## src/rtl/pifo_egress_pkg.sv

```systemverilog
// Shared types and helpers for the PIFO egress collector.
// The optional statistics build is selected with the PIFO_EGRESS_STATS_EN macro.
package pifo_egress_pkg;

    localparam int DEF_PTW           = 16;
    localparam int DEF_MTW           = 0;
    localparam int DEF_TREE_NUM_BITS = 2;
    localparam int CNT_W             = 32;
    localparam int MAX_DW            = 256;

    typedef struct packed {
        logic [DEF_TREE_NUM_BITS-1:0]   tree_id;
        logic [DEF_MTW+DEF_PTW-1:0]     data;
    } egress_entry_t;

    // The tree reports "nothing to pop" by returning an all-ones word of the live width.
    function automatic logic is_empty_marker(input logic [MAX_DW-1:0] data, input int width);
        logic all_ones;
        all_ones = 1'b1;
        for (int i = 0; i < MAX_DW; i++) begin
            if (i < width && !data[i]) all_ones = 1'b0;
        end
        return all_ones;
    endfunction

    function automatic logic [CNT_W-1:0] sat_add(input logic [CNT_W-1:0] a, input logic [CNT_W-1:0] b);
        logic [CNT_W:0] sum;
        sum = {1'b0, a} + {1'b0, b};
        return sum[CNT_W] ? '1 : sum[CNT_W-1:0];
    endfunction

endpackage

```

## src/rtl/pifo_egress_ring.sv

```systemverilog
// Flop-based ring buffer: up to LEVEL compacted writes per cycle, one read per cycle.
module pifo_egress_ring #(
    parameter int W     = 18,
    parameter int LEVEL = 4,
    parameter int DEPTH = 16,
    localparam int AW   = $clog2(DEPTH),
    localparam int CW   = $clog2(DEPTH) + 1,
    localparam int NW   = $clog2(LEVEL) + 1
) (
    input  logic                      clk,
    input  logic                      arst,
    input  logic [NW-1:0]             wr_num,
    input  logic [LEVEL-1:0][W-1:0]   wr_data,
    input  logic                      rd,
    output logic [W-1:0]              head,
    output logic [CW-1:0]             count,
    output logic [CW-1:0]             count_next
);

    logic [W-1:0]  mem [DEPTH];
    logic [AW-1:0] wr_ptr;
    logic [AW-1:0] rd_ptr;

    assign count_next = count + CW'(wr_num) - CW'(rd);
    assign head       = mem[rd_ptr];

    // NOTE: storage has no reset; stale entries are never visible because count gates validity.
    always_ff @(posedge clk) begin
        for (int k = 0; k < LEVEL; k++) begin
            if (NW'(k) < wr_num) mem[wr_ptr + AW'(k)] <= wr_data[k];
        end
    end

    always_ff @(posedge clk or posedge arst) begin
        if (arst) begin
            wr_ptr <= '0;
            rd_ptr <= '0;
            count  <= '0;
        end else begin
            wr_ptr <= wr_ptr + AW'(wr_num);
            rd_ptr <= rd_ptr + AW'(rd);
            count  <= count_next;
        end
    end

endmodule

```

## src/rtl/pifo_egress_collector.sv

```systemverilog
// Collects per-lane PIFO pop results into a shared ring and drains them to one egress port.
// Define PIFO_EGRESS_STATS_EN to add saturating empty-pop, drop and egress counters.
module pifo_egress_collector
    import pifo_egress_pkg::*;
#(
    parameter int PTW            = 16,
    parameter int MTW            = 0,
    parameter int LEVEL          = 4,
    parameter int TREE_NUM       = 4,
    parameter int DEPTH          = 16,
    parameter int RSV            = 2 * LEVEL,
    localparam int TREE_NUM_BITS = $clog2(TREE_NUM),
    localparam int DW            = MTW + PTW,
    localparam int CW            = $clog2(DEPTH) + 1
) (
    input  logic                                  i_clk,
    input  logic                                  i_arst,
    input  logic [LEVEL-1:0]                      i_is_level0_pop,
    input  logic [LEVEL-1:0][TREE_NUM_BITS-1:0]   i_tree_id,
    input  logic [LEVEL-1:0][DW-1:0]              i_pop_data,
    output logic [LEVEL-1:0]                      o_pop_allow,
    output logic                                  o_valid,
    input  logic                                  i_ready,
    output logic [TREE_NUM_BITS-1:0]              o_tree_id,
    output logic [DW-1:0]                         o_data,
    output logic [CW-1:0]                         o_count,
    output logic                                  o_overflow
`ifdef PIFO_EGRESS_STATS_EN
    ,
    output logic [CNT_W-1:0]                      o_empty_pop_cnt,
    output logic [CNT_W-1:0]                      o_drop_cnt,
    output logic [CNT_W-1:0]                      o_egress_cnt
`endif
);

    localparam int EW  = TREE_NUM_BITS + DW;
    localparam int NW  = $clog2(LEVEL) + 1;
    localparam int RRW = (LEVEL > 1) ? $clog2(LEVEL) : 1;

    logic [RRW-1:0]            rr, rr_next, lane, last;
    logic [NW-1:0]             gcnt, drop_num;
    logic [LEVEL-1:0][EW-1:0]  wr_data;
    logic [CW-1:0]             count, count_next, free;
    logic [EW-1:0]             head;
    logic                      xfer;
`ifdef PIFO_EGRESS_STATS_EN
    logic [NW-1:0]             empty_num;
`endif

    assign free = CW'(DEPTH) - count;

    // Walk lanes in rr order; valid results are packed into consecutive slots until space runs out.
    // NOTE: every variable gets a default before the loop so no latch is inferred.
    always_comb begin
        wr_data  = '0;
        gcnt     = '0;
        drop_num = '0;
        last     = rr;
        rr_next  = rr;
        lane     = '0;
`ifdef PIFO_EGRESS_STATS_EN
        empty_num = '0;
`endif
        for (int k = 0; k < LEVEL; k++) begin
            lane = RRW'((int'(rr) + k) % LEVEL);
            if (i_is_level0_pop[lane]) begin
                if (!is_empty_marker(MAX_DW'(i_pop_data[lane]), DW)) begin
                    if (CW'(gcnt) < free) begin
                        wr_data[RRW'(gcnt)] = {i_tree_id[lane], i_pop_data[lane]};
                        gcnt = gcnt + NW'(1);
                        last = lane;
                    end else begin
                        drop_num = drop_num + NW'(1);
                    end
                end
`ifdef PIFO_EGRESS_STATS_EN
                else begin
                    empty_num = empty_num + NW'(1);
                end
`endif
            end
        end
        if (gcnt != '0) rr_next = (int'(last) == LEVEL - 1) ? '0 : last + RRW'(1);
    end

    pifo_egress_ring #(
        .W     (EW),
        .LEVEL (LEVEL),
        .DEPTH (DEPTH)
    ) u_ring (
        .clk        (i_clk),
        .arst       (i_arst),
        .wr_num     (gcnt),
        .wr_data    (wr_data),
        .rd         (xfer),
        .head       (head),
        .count      (count),
        .count_next (count_next)
    );

    assign o_valid                = (count != '0);
    assign xfer                   = o_valid && i_ready;
    assign {o_tree_id, o_data}    = o_valid ? head : '0;
    assign o_count                = count;

    always_ff @(posedge i_clk or posedge i_arst) begin
        if (i_arst) begin
            rr          <= '0;
            o_overflow  <= 1'b0;
            o_pop_allow <= '1;
        end else begin
            rr          <= rr_next;
            o_overflow  <= o_overflow || (drop_num != '0);
            o_pop_allow <= {LEVEL{(CW'(DEPTH) - count_next) > CW'(RSV)}};
        end
    end

`ifdef PIFO_EGRESS_STATS_EN
    always_ff @(posedge i_clk or posedge i_arst) begin
        if (i_arst) begin
            o_empty_pop_cnt <= '0;
            o_drop_cnt      <= '0;
            o_egress_cnt    <= '0;
        end else begin
            o_empty_pop_cnt <= sat_add(o_empty_pop_cnt, CNT_W'(empty_num));
            o_drop_cnt      <= sat_add(o_drop_cnt, CNT_W'(drop_num));
            o_egress_cnt    <= sat_add(o_egress_cnt, CNT_W'(xfer));
        end
    end
`endif

endmodule

```

## config.mk

```make
export PLATFORM = sky130hd
export DESIGN_NAME = pifo_egress_collector
export DESIGN_NICKNAME = d
export VERILOG_FILES = /design/src/rtl/pifo_egress_pkg.sv /design/src/rtl/pifo_egress_ring.sv /design/src/rtl/pifo_egress_collector.sv
export SDC_FILE = /design/constraint.sdc
export NUM_CORES = 1
export LEC_CHECK = 0
export CORE_MARGIN = 2
export CORE_UTILIZATION = 50
export CTS_BUF_LIST = sky130_fd_sc_hd__clkbuf_4 sky130_fd_sc_hd__clkbuf_8
export CTS_CLUSTER_SIZE = 40
export DETAILED_ROUTE_END_ITERATION = 12
export PLACE_DENSITY_LB_ADDON = 0.15
export SYNTH_ARGS = -nofsm -noshare
export SYNTH_HDL_FRONTEND = slang
export SYNTH_SLANG_ARGS = --single-unit
```

## constraint.sdc

```tcl
create_clock -name i_clk -period 19.8 [get_ports i_clk]
set_input_delay 3.96 -clock i_clk [delete_from_list [all_inputs] [get_ports i_clk]]
set_output_delay 3.96 -clock i_clk [all_outputs]
set_load 0.01 [all_outputs]
```

; Word level (Yosys, flattened, before mapping)
; Memory sizes are Yosys's and may differ from the RTL's.
; Index checks and enable logic that the tools add are counted.
[word_totals]
ff_bits = 17
latch_bits = 0
ram_bits = 288
rom_bits = 0
input_bits = 79
output_inout_bits = 29
mem_count = 1
[op_classes]
n_addsub = 19
multipliers = 0
div = 0
n_lt_le_gt_ge = 19
eq_ne = 1
n_shift = 0
muxes = 156
bitwise = 0
n_reduce_logical = 8
[mem_list]
columns = name, words, word_bits, rd, rd_ports_with_merged_regs, write_ports, line
row1 = u_ring.mem, 16, 18, 1, 0, 4, pifo_egress_ring.sv:20  ; logic [W-1:0] mem [DEPTH];
[op_table]
columns = operator, n
row1 = 72-bit two-way mux, 9
row2 = 72-bit bitwise mux, 3
row3 = 16-bit binary-select mux with 2-bit select, 4
row4 = 18-bit two-way mux, 7
row5 = 18-bit demux with 2-bit select, 3
row6 = 1-bit two-way mux, 82
row7 = 3-bit two-way mux, 22
row8 = 16-bit two-way mux, 4
row9 = 2-bit two-way mux, 14
row10 = "2-bit by 3-bit < comparator with 1-bit output, second input constant", 7
row11 = "3-bit by 1-bit adder with 3-bit output, second input constant", 6
row12 = 2-bit binary-select mux with 2-bit select, 4
row13 = 3-bit by 5-bit < comparator with 1-bit output, 3
row14 = "5-bit subtractor, first input constant", 2
row15 = "4-bit by 2-bit adder with 4-bit output, second input constant", 2
row16 = 1-bit binary-select mux with 2-bit select, 4
row17 = "2-bit by 1-bit greater-or-equal comparator with 1-bit output, second input constant", 3
row18 = "1-bit by 3-bit < comparator with 1-bit output, first input constant", 2
row19 = "2-bit by 3-bit < comparator with 1-bit output, first input constant", 2
row20 = 3-bit nonzero test, 2
row21 = 5-bit by 3-bit adder with 5-bit output, 1
row22 = "5-bit by 4-bit > comparator with 1-bit output, second input constant", 1
row23 = "1-bit by 5-bit < comparator with 1-bit output, first input constant", 1
row24 = 5-bit nonzero test, 1
row25 = other kinds (9), 14

; Longest topological paths before layout
[logic_depth]
word_depth = 37
ltp_mapped = 38

; Modules after synthesis
; From an unflattened synthesis, not the netlist that was laid out.
[unflattened]
hier_cells = 2960
hier_area_um2 = 26899.5
[modules_own_cells]
columns = mod, instances, cells_each, area_per_inst_um2, seq_area_each_um2
row1 = pifo_egress_ring, 1, 2333, 21602.0, 8973.6
row2 = pifo_egress_collector, 1, 627, 5297.6, 101.3

; Worst setup path before layout
; OpenSTA, ideal clock, no wires.
[synth_path]
path_type = input to register
start = input port i_pop_data[59] (netlist name)
end = memory u_ring.mem[11][0] (enable)
arrival_time_ns = 10.660
path_slack_ns = 8.722
path_stages = 29
cell_sequence = mux4_2 > nand4_1 > nor4_2 > a311oi_4 > clkbuf_1 > clkbuf_1 > ha_1 > nor3b_2 > a21oi_4 > inv_2 > ha_1 > and2_1 > a21boi_2 > buf_2 > buf_2 > ha_1 > o21a_1 > o221ai_1 > nor2_1 > a31oi_1 > a211o_1 > o211a_2 > buf_6 > and4_4 > buf_6 > buf_6 > mux2i_1 > a22oi_1 > o21ai_0
[synth_lines]
columns = element, line
row1 = from (decl), pifo_egress_collector.sv:20  ; input logic [LEVEL-1:0][DW-1:0] i_pop_data,
row2 = to (decl), pifo_egress_ring.sv:20

==> out/summary.md <==
The flow ran to the end, but the final reports show violations. The checks that failed: capacitance limit. For this block, the routed nets add up to 85.5 mm of wire. The number of nets still failing antenna checks after routing was 0; the area of the die was 0.0512 mm^2. After synthesis, the netlist uses 72 different library cells. The fraction of layout cells with a size suffix above 1 is 0.196.

After clock tree synthesis, the flow added hold-fix buffers numbering 0. The area of the core region is 0.0488 mm^2. The longest clock path from root to sink contains 3 buffers.

The longest individual stage delay on the worst path was 1.03 ns; the count of yosys warnings during synthesis was 0. The clock latency reported for the late side of the worst-skew pair was 0.68 ns; the final setup slack of the worst path was 7.82 ns. In the layout the commonest cells are 356 x mux2i_1, 288 x edfxtp_1, 248 x nand2_1. TritonCTS built the clock tree.

The run gives 0 as the max-slew violation count. The endpoint type of the worst setup path was a register. 108 I/O pins were placed. The tools report the type of element launching the critical path as an input port. The largest net degree at the start of global routing was 65; the number of sinks driven by the clock tree was 305. After legalization and detailed placement, the total HPWL measured 59.9 mm. Library cell used as clock root buffer: clkbuf_8.

The tools report the number of global-route vias before repair as 20,600. The startpoint identified for the worst register-to-register timing path is rr[0]. Clock-pin slew was measured on the worst setup and hold paths at 0.07 ns. The tools report the post-route clock skew as 0.0374 ns. The summed area of non-filler cells in the final layout is 0.0275 mm^2. After the last flow step, the layout net total stands at 2,330. After clock tree synthesis, the repair step resized 0 gates.

The start point of the critical path is i_pop_data[36]. The synthesized area is 0.0247 mm^2, and the fill cell total of the finished layout is 4,137. Sorting the synthesized cells by area gives the leading types as edfxtp_1 35%, mux2i_1 15%, mux4_2 14%. For this run the aggregate overflow at the end of global routing stands at 0.

The slowest stage of the critical path is the nand2_1 cell. The die is 226 um tall. The first detailed-routing pass took 6 iterations. The run gives 0.0263 mm^2 as the placement-stage cell area. For this run, the top clock speed supported by timing is 83.5 MHz. The final cell utilization of the core was 0.564.

The number of synthesized flops with an enable pin is 288, and the setup total negative slack is 0 ns. The number of buffers inserted during clock tree synthesis is 54, and the width of the chip is 226 um. The worst path required time was 20.16 ns; the number of design rule violations left after detail routing was 0.

The starting density of the core was 0.506. Among all flip-flop cells after synthesis, the most frequent one is edfxtp_1. The tools report the beginning of the worst hold path as o_overflow.

Each instance of the synthesized netlist takes up on average 11.1 um^2. Dividing the detail-routed wire length by the instance count gives 29.2 um. The number of antenna violations at the first check in global routing is 3, and the flip-flop and latch count after synthesis is 305.

The run gives 2 as the deepest level of the CTS H-tree. The transition at the pin with the smallest max-transition slack works out to 1.45 ns. Largest area contributor in the synthesized netlist: edfxtp_1. The sequential fraction of the synthesis area was 0.367. Summing over every cut layer, the via total after detailed routing is 20,800. After detailed routing, the number of vias per cell comes to 7.10. The run gives 0 as the number of antenna repair diodes. The class of the tightest hold or removal check was reg -> reg. Synthesis produced a netlist whose cell count is 2,231. The fraction of post-synthesis cell area in the top cell type by area is 0.350. The tools report the global-route total usage across every layer as 0.332. The number of maximum-capacitance constraint violations came out at 1. The setup violation total in the final timing report came out at 0. The logs give 2,859 for the detailed router's first-iteration violation count and 81 for the site row count. The first global-routing pass estimated 128 mm of wire. Compared with the post-synthesis result, the final layout area differs by 11.4%.

The final weighted congestion in routability-driven placement came out at 0.917. The cell family contributing the most delay on the critical path is simple AND/OR/NAND/NOR gates. The pre-CTS worst setup slack is 7.32 ns, and the largest fanout of any net on the critical path is 37. Number of nets produced by synthesis: 2,343. The critical path buffer and inverter count works out to 6.

The signal arrival time at the worst endpoint came out at 12.34 ns. The fraction of registers with async set/reset was 0.0557; the hold violation count in the final report was 0. The routed design could run at a clock period as short as 11.98 ns. Setup repair after global routing left no endpoint under its margin.

The relative max-transition margin came out at 0.0125. The number of I/O port buffers works out to 107. The library cell used most frequently in the layout, excluding fill and tap cells, is mux2i_1. The fraction of the cycle the final worst path needs is 0.605, and the number of post-CTS setup repair buffers is 0. The path type of the worst setup path was in -> reg.
==> final cells by class <==
| type | instances | area (um^2) | area share |
|---|---|---|---|
| clock buffer | 62 | 810 | 0.0294 |
| clock inverter | 36 | 407 | 0.0148 |
| inverter | 85 | 319 | 0.0116 |
| multi-input combinational | 1569 | 14300 | 0.519 |
| sequential | 305 | 9090 | 0.330 |
| tap | 664 | 831 | 0.0302 |
| timing repair buffer | 203 | 1790 | 0.0651 |
==> cell usage after synthesis (all sizes together) (4+ instances only) <==
library cell	instances
a31oi	16
a21o	5
nand2	253
xnor2	11
nand4	24
mux2	10
o221ai	209
and2	38
nand3	31
o211ai	13
nand2b	5
inv	85
ha	31
or2	4
a21oi	93
or4	9
and3	10
mux2i	373
o21ai	26
edfxtp	288
buf	143
a22o	18
dfrtp	16
a211oi	4
nor2	53
mux4	154
clkbuf	129
nor4	28
xor2	8
o22ai	94
nor3	16
==> cells by family after synthesis <==
group | count (synthesis) | synth area share
multiplexers | 537 | 0.296
AO/OA/AOI/OAI | 500 | 0.150
AND/OR/NAND/NOR | 480 | 0.0932
buffers and inverters | 357 | 0.0701
flip-flops | 305 | 0.367
adder cells (fa/ha/maj) | 33 | 0.0173
XOR/XNOR | 19 | 0.00673
==> layer usage <==
layer,vias to the layer above,part of all wire,track usage
met5,-,0.00032,0
met4,4,0.043,0.147
met3,287,0.11,0.0752
li1,8849,-,-
met2,1351,0.47,0.539
met1,10300,0.38,0.425
==> state kept, by name, summed over array words and instances, names as in the netlist <==
register / flops
u_ring.mem: 288
u_ring.count: 5
u_ring.rd_ptr: 4
u_ring.wr_ptr: 4
rr: 2
o_overflow: 1
o_pop_allow: 1
==> through the flow <==
step                instances  hold WS [ns]
floorplan                2231         0.477
global placement         2826         0.459
detailed placement       2826         0.458
CTS                      2924         0.484
global route             2924         0.516
finish                   2924         0.480
==> worst paths after layout <==
path,cells after the start,slack [ns],end
worst max-delay path,28,7.82,u_ring.mem[7][14]
worst min-delay path,1,0.48,o_overflow
worst max register to register,28,10.12,u_ring.mem[7][14]
worst min register to register,1,0.48,o_overflow
max in group asynchronous,2,15.37,u_ring.rd_ptr[0]
min in group asynchronous,2,3.77,rr[1]
Power is not shown: default switching activity piles up to over one toggle a cycle in this logic, so the estimate is an artifact.
